$ cat src/rtl/vpu_op_sequencer.sv
// Issue stage for the VPU delay counter: buffers decoded ops, launches the counter with each
// op's table latency, waits for done, then offers an in-order writeback token downstream.
module vpu_op_sequencer #(
  parameter int unsigned OPCODE_W      = 4,
  parameter int unsigned MAX_DELAY_LG2 = 4,
  parameter int unsigned DST_W         = 5,
  parameter int unsigned FIFO_DEPTH    = 4,
  parameter logic [(2**OPCODE_W)*MAX_DELAY_LG2-1:0] LAT_TABLE = 64'hFEDC_BA98_7654_3210
) (
  input  logic                     clk,
  input  logic                     rst_n,
  input  logic                     req_valid_i,
  output logic                     req_ready_o,
  input  logic [OPCODE_W-1:0]      req_opcode_i,
  input  logic [DST_W-1:0]         req_dst_i,
  output logic                     cntr_start_o,
  output logic [MAX_DELAY_LG2-1:0] cntr_count_o,
  input  logic                     cntr_done_i,
  output logic                     wb_valid_o,
  input  logic                     wb_ready_i,
  output logic [DST_W-1:0]         wb_dst_o,
  output logic [OPCODE_W-1:0]      wb_opcode_o,
  output logic                     illegal_o,
  output logic                     busy_o
);

  localparam int unsigned PTR_W   = (FIFO_DEPTH > 1) ? $clog2(FIFO_DEPTH) : 1;
  localparam int unsigned NUM_OPS = 2**OPCODE_W;

  typedef struct packed {
    logic [OPCODE_W-1:0] opcode;
    logic [DST_W-1:0]    dst;
  } req_t;

  typedef enum logic [1:0] {ST_IDLE, ST_LAUNCH, ST_WAIT, ST_WB} state_e;

  req_t                     fifo_mem [FIFO_DEPTH];
  logic [PTR_W-1:0]         wr_ptr_q, wr_ptr_d;
  logic [PTR_W-1:0]         rd_ptr_q, rd_ptr_d;
  logic [PTR_W:0]           fill_q, fill_d;
  logic [MAX_DELAY_LG2-1:0] lat_rom [NUM_OPS];

  state_e                   state_q;
  logic [OPCODE_W-1:0]      opcode_q;
  logic [DST_W-1:0]         dst_q;
  logic [MAX_DELAY_LG2-1:0] count_q;

  logic                     push, pop, fifo_full, fifo_empty;
  req_t                     head;
  logic [MAX_DELAY_LG2-1:0] head_lat;

  for (genvar g = 0; g < NUM_OPS; g++) begin : g_lat
    assign lat_rom[g] = LAT_TABLE[g*MAX_DELAY_LG2 +: MAX_DELAY_LG2];
  end

  assign fifo_full  = (fill_q == (PTR_W+1)'(FIFO_DEPTH));
  assign fifo_empty = (fill_q == '0);
  assign push       = req_valid_i && !fifo_full;
  // Only the idle FSM consumes the head, so ready never depends on FSM decisions this cycle.
  assign pop        = (state_q == ST_IDLE) && !fifo_empty;
  assign head       = fifo_mem[rd_ptr_q];
  assign head_lat   = lat_rom[head.opcode];

  always_comb begin
    // NOTE: every always_comb output gets a default first so no path can infer a latch.
    wr_ptr_d = wr_ptr_q;
    rd_ptr_d = rd_ptr_q;
    fill_d   = fill_q;
    if (push) wr_ptr_d = wr_ptr_q + 1'b1;
    if (pop)  rd_ptr_d = rd_ptr_q + 1'b1;
    case ({push, pop})
      2'b10:   fill_d = fill_q + 1'b1;
      2'b01:   fill_d = fill_q - 1'b1;
      default: fill_d = fill_q;
    endcase
  end

  // NOTE: sequential state uses non-blocking assignments so all registers update together.
  always_ff @(posedge clk or negedge rst_n) begin
    if (!rst_n) begin
      wr_ptr_q <= '0;
      rd_ptr_q <= '0;
      fill_q   <= '0;
    end else begin
      wr_ptr_q <= wr_ptr_d;
      rd_ptr_q <= rd_ptr_d;
      fill_q   <= fill_d;
    end
  end

  // NOTE: FIFO storage has no reset; the fill count guarantees stale entries are never read.
  always_ff @(posedge clk) begin
    if (push) fifo_mem[wr_ptr_q] <= '{opcode: req_opcode_i, dst: req_dst_i};
  end

  always_ff @(posedge clk or negedge rst_n) begin
    if (!rst_n) begin
      state_q  <= ST_IDLE;
      opcode_q <= '0;
      dst_q    <= '0;
      count_q  <= '0;
    end else begin
      case (state_q)
        ST_IDLE: begin
          if (pop && head_lat != '0) begin
            opcode_q <= head.opcode;
            dst_q    <= head.dst;
            count_q  <= head_lat;
            state_q  <= ST_LAUNCH;
          end
        end
        ST_LAUNCH: state_q <= ST_WAIT;
        ST_WAIT:   if (cntr_done_i) state_q <= ST_WB;
        ST_WB:     if (wb_ready_i)  state_q <= ST_IDLE;
        default:   state_q <= ST_IDLE;
      endcase
    end
  end

  assign req_ready_o  = !fifo_full;
  assign illegal_o    = pop && (head_lat == '0);
  assign cntr_start_o = (state_q == ST_LAUNCH);
  assign cntr_count_o = count_q;
  assign wb_valid_o   = (state_q == ST_WB);
  assign wb_dst_o     = wb_valid_o ? dst_q    : '0;
  assign wb_opcode_o  = wb_valid_o ? opcode_q : '0;
  assign busy_o       = !fifo_empty || (state_q != ST_IDLE);

endmodule

$ cat config.mk
export PLATFORM = sky130hd
export DESIGN_NAME = vpu_op_sequencer
export DESIGN_NICKNAME = d
export VERILOG_FILES = /design/src/rtl/vpu_op_sequencer.sv
export SDC_FILE = /design/constraint.sdc
export NUM_CORES = 1
export LEC_CHECK = 0
export ABC_AREA = 0
export CAP_MARGIN = 40
export CORE_ASPECT_RATIO = 0.8
export CORE_MARGIN = 10
export CORE_UTILIZATION = 54
export CTS_CLUSTER_DIAMETER = 80
export DETAILED_ROUTE_END_ITERATION = 10
export PLACE_DENSITY = 0.79
export SLEW_MARGIN = 10
export SYNTH_ARGS = -nofsm -noshare
export SYNTH_HDL_FRONTEND = slang
export SYNTH_SLANG_ARGS = --single-unit
$ cat constraint.sdc
create_clock -name clk -period 2.8 [get_ports clk]
set_input_delay 0.28 -clock clk [delete_from_list [all_inputs] [get_ports clk]]
set_output_delay 0.28 -clock clk [all_outputs]
set_load 0.02 [all_outputs]
==> results <==
-- worst max-delay path: cells and delay by family, from the launching register on --
family / cells / cell delay (ns)
adder cells (fa/ha/maj): 3 / 0.87
AO/OA/AOI/OAI: 1 / 0.44
flip-flops: 1 / 0.42
XOR/XNOR: 2 / 0.31
buffers and inverters: 2 / 0.21
AND/OR/NAND/NOR: 1 / 0.12
-- layout make-up --
class / instances / area (um^2)
Inverter: 10 / 37.54
Tap cell: 57 / 71.32
Multi-Input combinational cell: 71 / 739.5
Fill cell: 291 / 1373
Clock inverter: 2 / 8.758
Clock buffer: 6 / 72.57
Sequential cell: 54 / 1533
Timing Repair Buffer: 35 / 342.8
-- metal layers --
metal	vias to the layer above	part of all wire
li1	589	-
met1	596	0.42
met2	48	0.48
met3	8	0.082
met4	0	0.018
met5	-	0
-- power by group through the flow --
stage | logic (mW) | clock network [mW] | registers [mW]
floorplan | 0.860 | 0 | 1.25
global placement | 1.18 | 0 | 1.27
detailed placement | 1.26 | 0 | 1.30
global route | 1.39 | 0.451 | 1.30
finish | 1.27 | 0.409 | 1.27
CTS | 1.30 | 0.415 | 1.27
-- cell usage after synthesis --
cell / instances
edfxtp_1: 36
dfrtp_1: 18
nand2_1: 12
and2_1: 11
ha_1: 10
inv_1: 10
mux2_2: 7
mux4_1: 7
and3_1: 4
nor2_1: 3
xnor2_1: 3
xor2_1: 3
clkbuf_1: 2
mux4_2: 2
a222oi_1: 1
a22o_1: 1
buf_6: 1
fa_1: 1
mux2i_1: 1
nand3b_1: 1
nor4_1: 1
o21ai_0: 1
o31a_1: 1
o41ai_4: 1
-- worst paths after layout --
check	end	slack [ns]
max	fill_q[2]	0.37
min	wr_ptr_q[0]	0.44
max reg2reg	fill_q[2]	0.37
min reg2reg	opcode_q[1]	0.50
max in group asynchronous	rd_ptr_q[0]	1.81
min in group clk	opcode_q[1]	0.50
-- layout by cell type, fill, tap and decap left out, types with 2 or more instances in the layout --
| cell | n |
|---|---|
| edfxtp_1 | 36 |
| clkdlybuf4s50_1 | 30 |
| dfrtp_1 | 17 |
| nand2_1 | 12 |
| and2_1 | 11 |
| inv_1 | 10 |
| ha_1 | 10 |
| mux4_1 | 7 |
| mux2_2 | 7 |
| clkbuf_8 | 5 |
| and3_1 | 4 |
| buf_4 | 4 |
| nor2_1 | 3 |
| xnor2_1 | 3 |
| xor2_1 | 3 |
| mux4_2 | 2 |
-- cells by family after synthesis --
family | count (synthesis) | share of synthesized area
compound gates | 5 | 0.02581
xor+xnor | 6 | 0.02258
fa+ha+maj | 11 | 0.06237
buf+inv | 13 | 0.02420
flops | 54 | 0.6581
mux | 17 | 0.1366
simple gates | 32 | 0.07043
-- repair_timing --
item	in CTS	in global routing
cloned	0	0
setup buffers	2	0
gates resized for setup	1	1
setup endpoints to repair	1	1
-- sequential cells by signal (all words and copies together), names as in the netlist --
register  flops
dst_q         5
fifo_mem     36
fill_q        3
opcode_q      4
rd_ptr_q      2
state_q       2
wr_ptr_q      2
-- per-stage QoR --
stage | instance area (um^2) | std cells
floorplan | 2327 | 138
global placement | 2705 | 225
detailed placement | 2705 | 225
CTS | 2803 | 235
global route | 2805 | 235
finish | 2805 | 235
==> results by group <==
Worst setup path
  • Type of origin of the critical path: register
  • Worst setup EP type: register
  • Kind of critical path: reg -> reg
  • CP max FO: 9
  • Cell chain of the critical path: inv_1, ha_1, o31a_1, ha_1, inv_1, fa_1, xor2_1, nor2_1, xor2_1
  • Required time of the critical path: 3.03 ns
  • CP max stage cell: o31a_1
  • Reg-to-Reg Start: state_q[0]
  • Reg2Reg Depth: 9
  • CP peak stage delay: 0.44 ns
  • Arrival time worst endpoint: 2.66 ns
  • Critical path origin: state_q[0]

Yosys
  • Synth Instances: 138
  • Area of the mapped netlist: ~2300 um^2
  • Top cell type by total area after synthesis: edfxtp_1
  • Sequential share of the synthesized area: 0.6581
  • Syn_nets: approximately 160
  • Yosys cell types: 24
  • Synth Area per Inst: 16.86 um^2
  • Synth Register Bits: 54
  • Largest cells by area after synthesis: edfxtp_1, dfrtp_1, mux4_1
  • Area share of the largest cell type after synthesis: 0.4645
  • Ys Warns: 0

Floorplan
  • Die Y: ~80 um
  • Die X: 93.40 um
  • Starting Density: 0.5571
  • I/O Pins: 32
  • Core area: 4178 um^2
  • Row count: 21
  • Die Area: 7352 um^2

Clock network
  • CTS root buffer: clkbuf_8
  • Clk Latency, worst-skew pair: 0.31 ns
  • CTS Buf Count: 5
  • Clock buffer depth: 2
  • Worst-path clk slew: ~0.09 ns
  • Clk sinks: 54
  • CTS tree: yes
  • H-tree depth: 2
  • Hold Buf Count CTS: 0

Power and ir drop
  • Sw Ratio: 0.3507
  • Gate power share: 0.432
  • Sequential power share: 0.430
  • P_leak: about 1.1 nW
  • Final total power: 2.950 mW
  • Reported net switching power: 1.035 mW
  • Maximum resistive drop on vdd: 0.3971 mV
  • Int Pwr: 1.916 mW
  • Clock network power share: 0.139
  • Pwr dens: 1052 nW/um^2

Place
  • Setup WS pre-CTS: 0.2370 ns
  • IO buf count: 31
  • GPL Wtd Cong: 0.7031
  • Detailed placement HPWL: approximately 3200 um

GRT
  • Met3 usage: 0.05357
  • Vias in the first global route: 1,364
  • Most Used Layer, Global Route: met2
  • Largest net degree at the start of global routing: 19
  • Global-route wire length before repair: a little under 7000 um
  • GRT met1 Usage: 0.1374
  • Overall Global Routing Usage: 0.1203
  • Initial antenna violation count: 0
  • Global route overflow: 0
  • Grt met2 use: 0.1951

Cells and area
  • N_diodes: 0
  • Layout area overhead: 20.54%
  • Final net count: 202
  • Post-Route Utilization: 0.6715
  • Share of cells above drive strength 1: 0.1180

Drt
  • Vias: 1,241
  • Total Routed Length: 4206 um
  • Final antenna-violating net count: 0
  • Drt first pass iters: 4
  • Avg WL per Cell: ~18 um
  • Drt drc: 0
  • First DRT Iteration DRCs: 82
  • Vias per cell: 5.281

STA
  • Max Slew Vio Count: 0
  • Count of final hold-check violations: 0
  • Slew Limit Headroom: 0.4546
  • Clock skew: 0.004675 ns
  • Final min period: 2.429 ns
  • RSZ-0062 raised after global routing: no
  • Min Hold Slack: 0.4363 ns
  • Final setup vio count: 0
  • Fmax: 411.7 MHz
  • Least-Margin Pin Slew: 0.8156 ns
  • Setup TNS: 0 ns
  • Period utilization: 0.8674
  • Post-route setup slack: 0.3713 ns

Flow run
  • Max_cap viols: 0

Outcome
  • Status: completed

Min path
  • Hold crit path type: in -> async
Note: power is estimated with default switching activity, not from simulation.
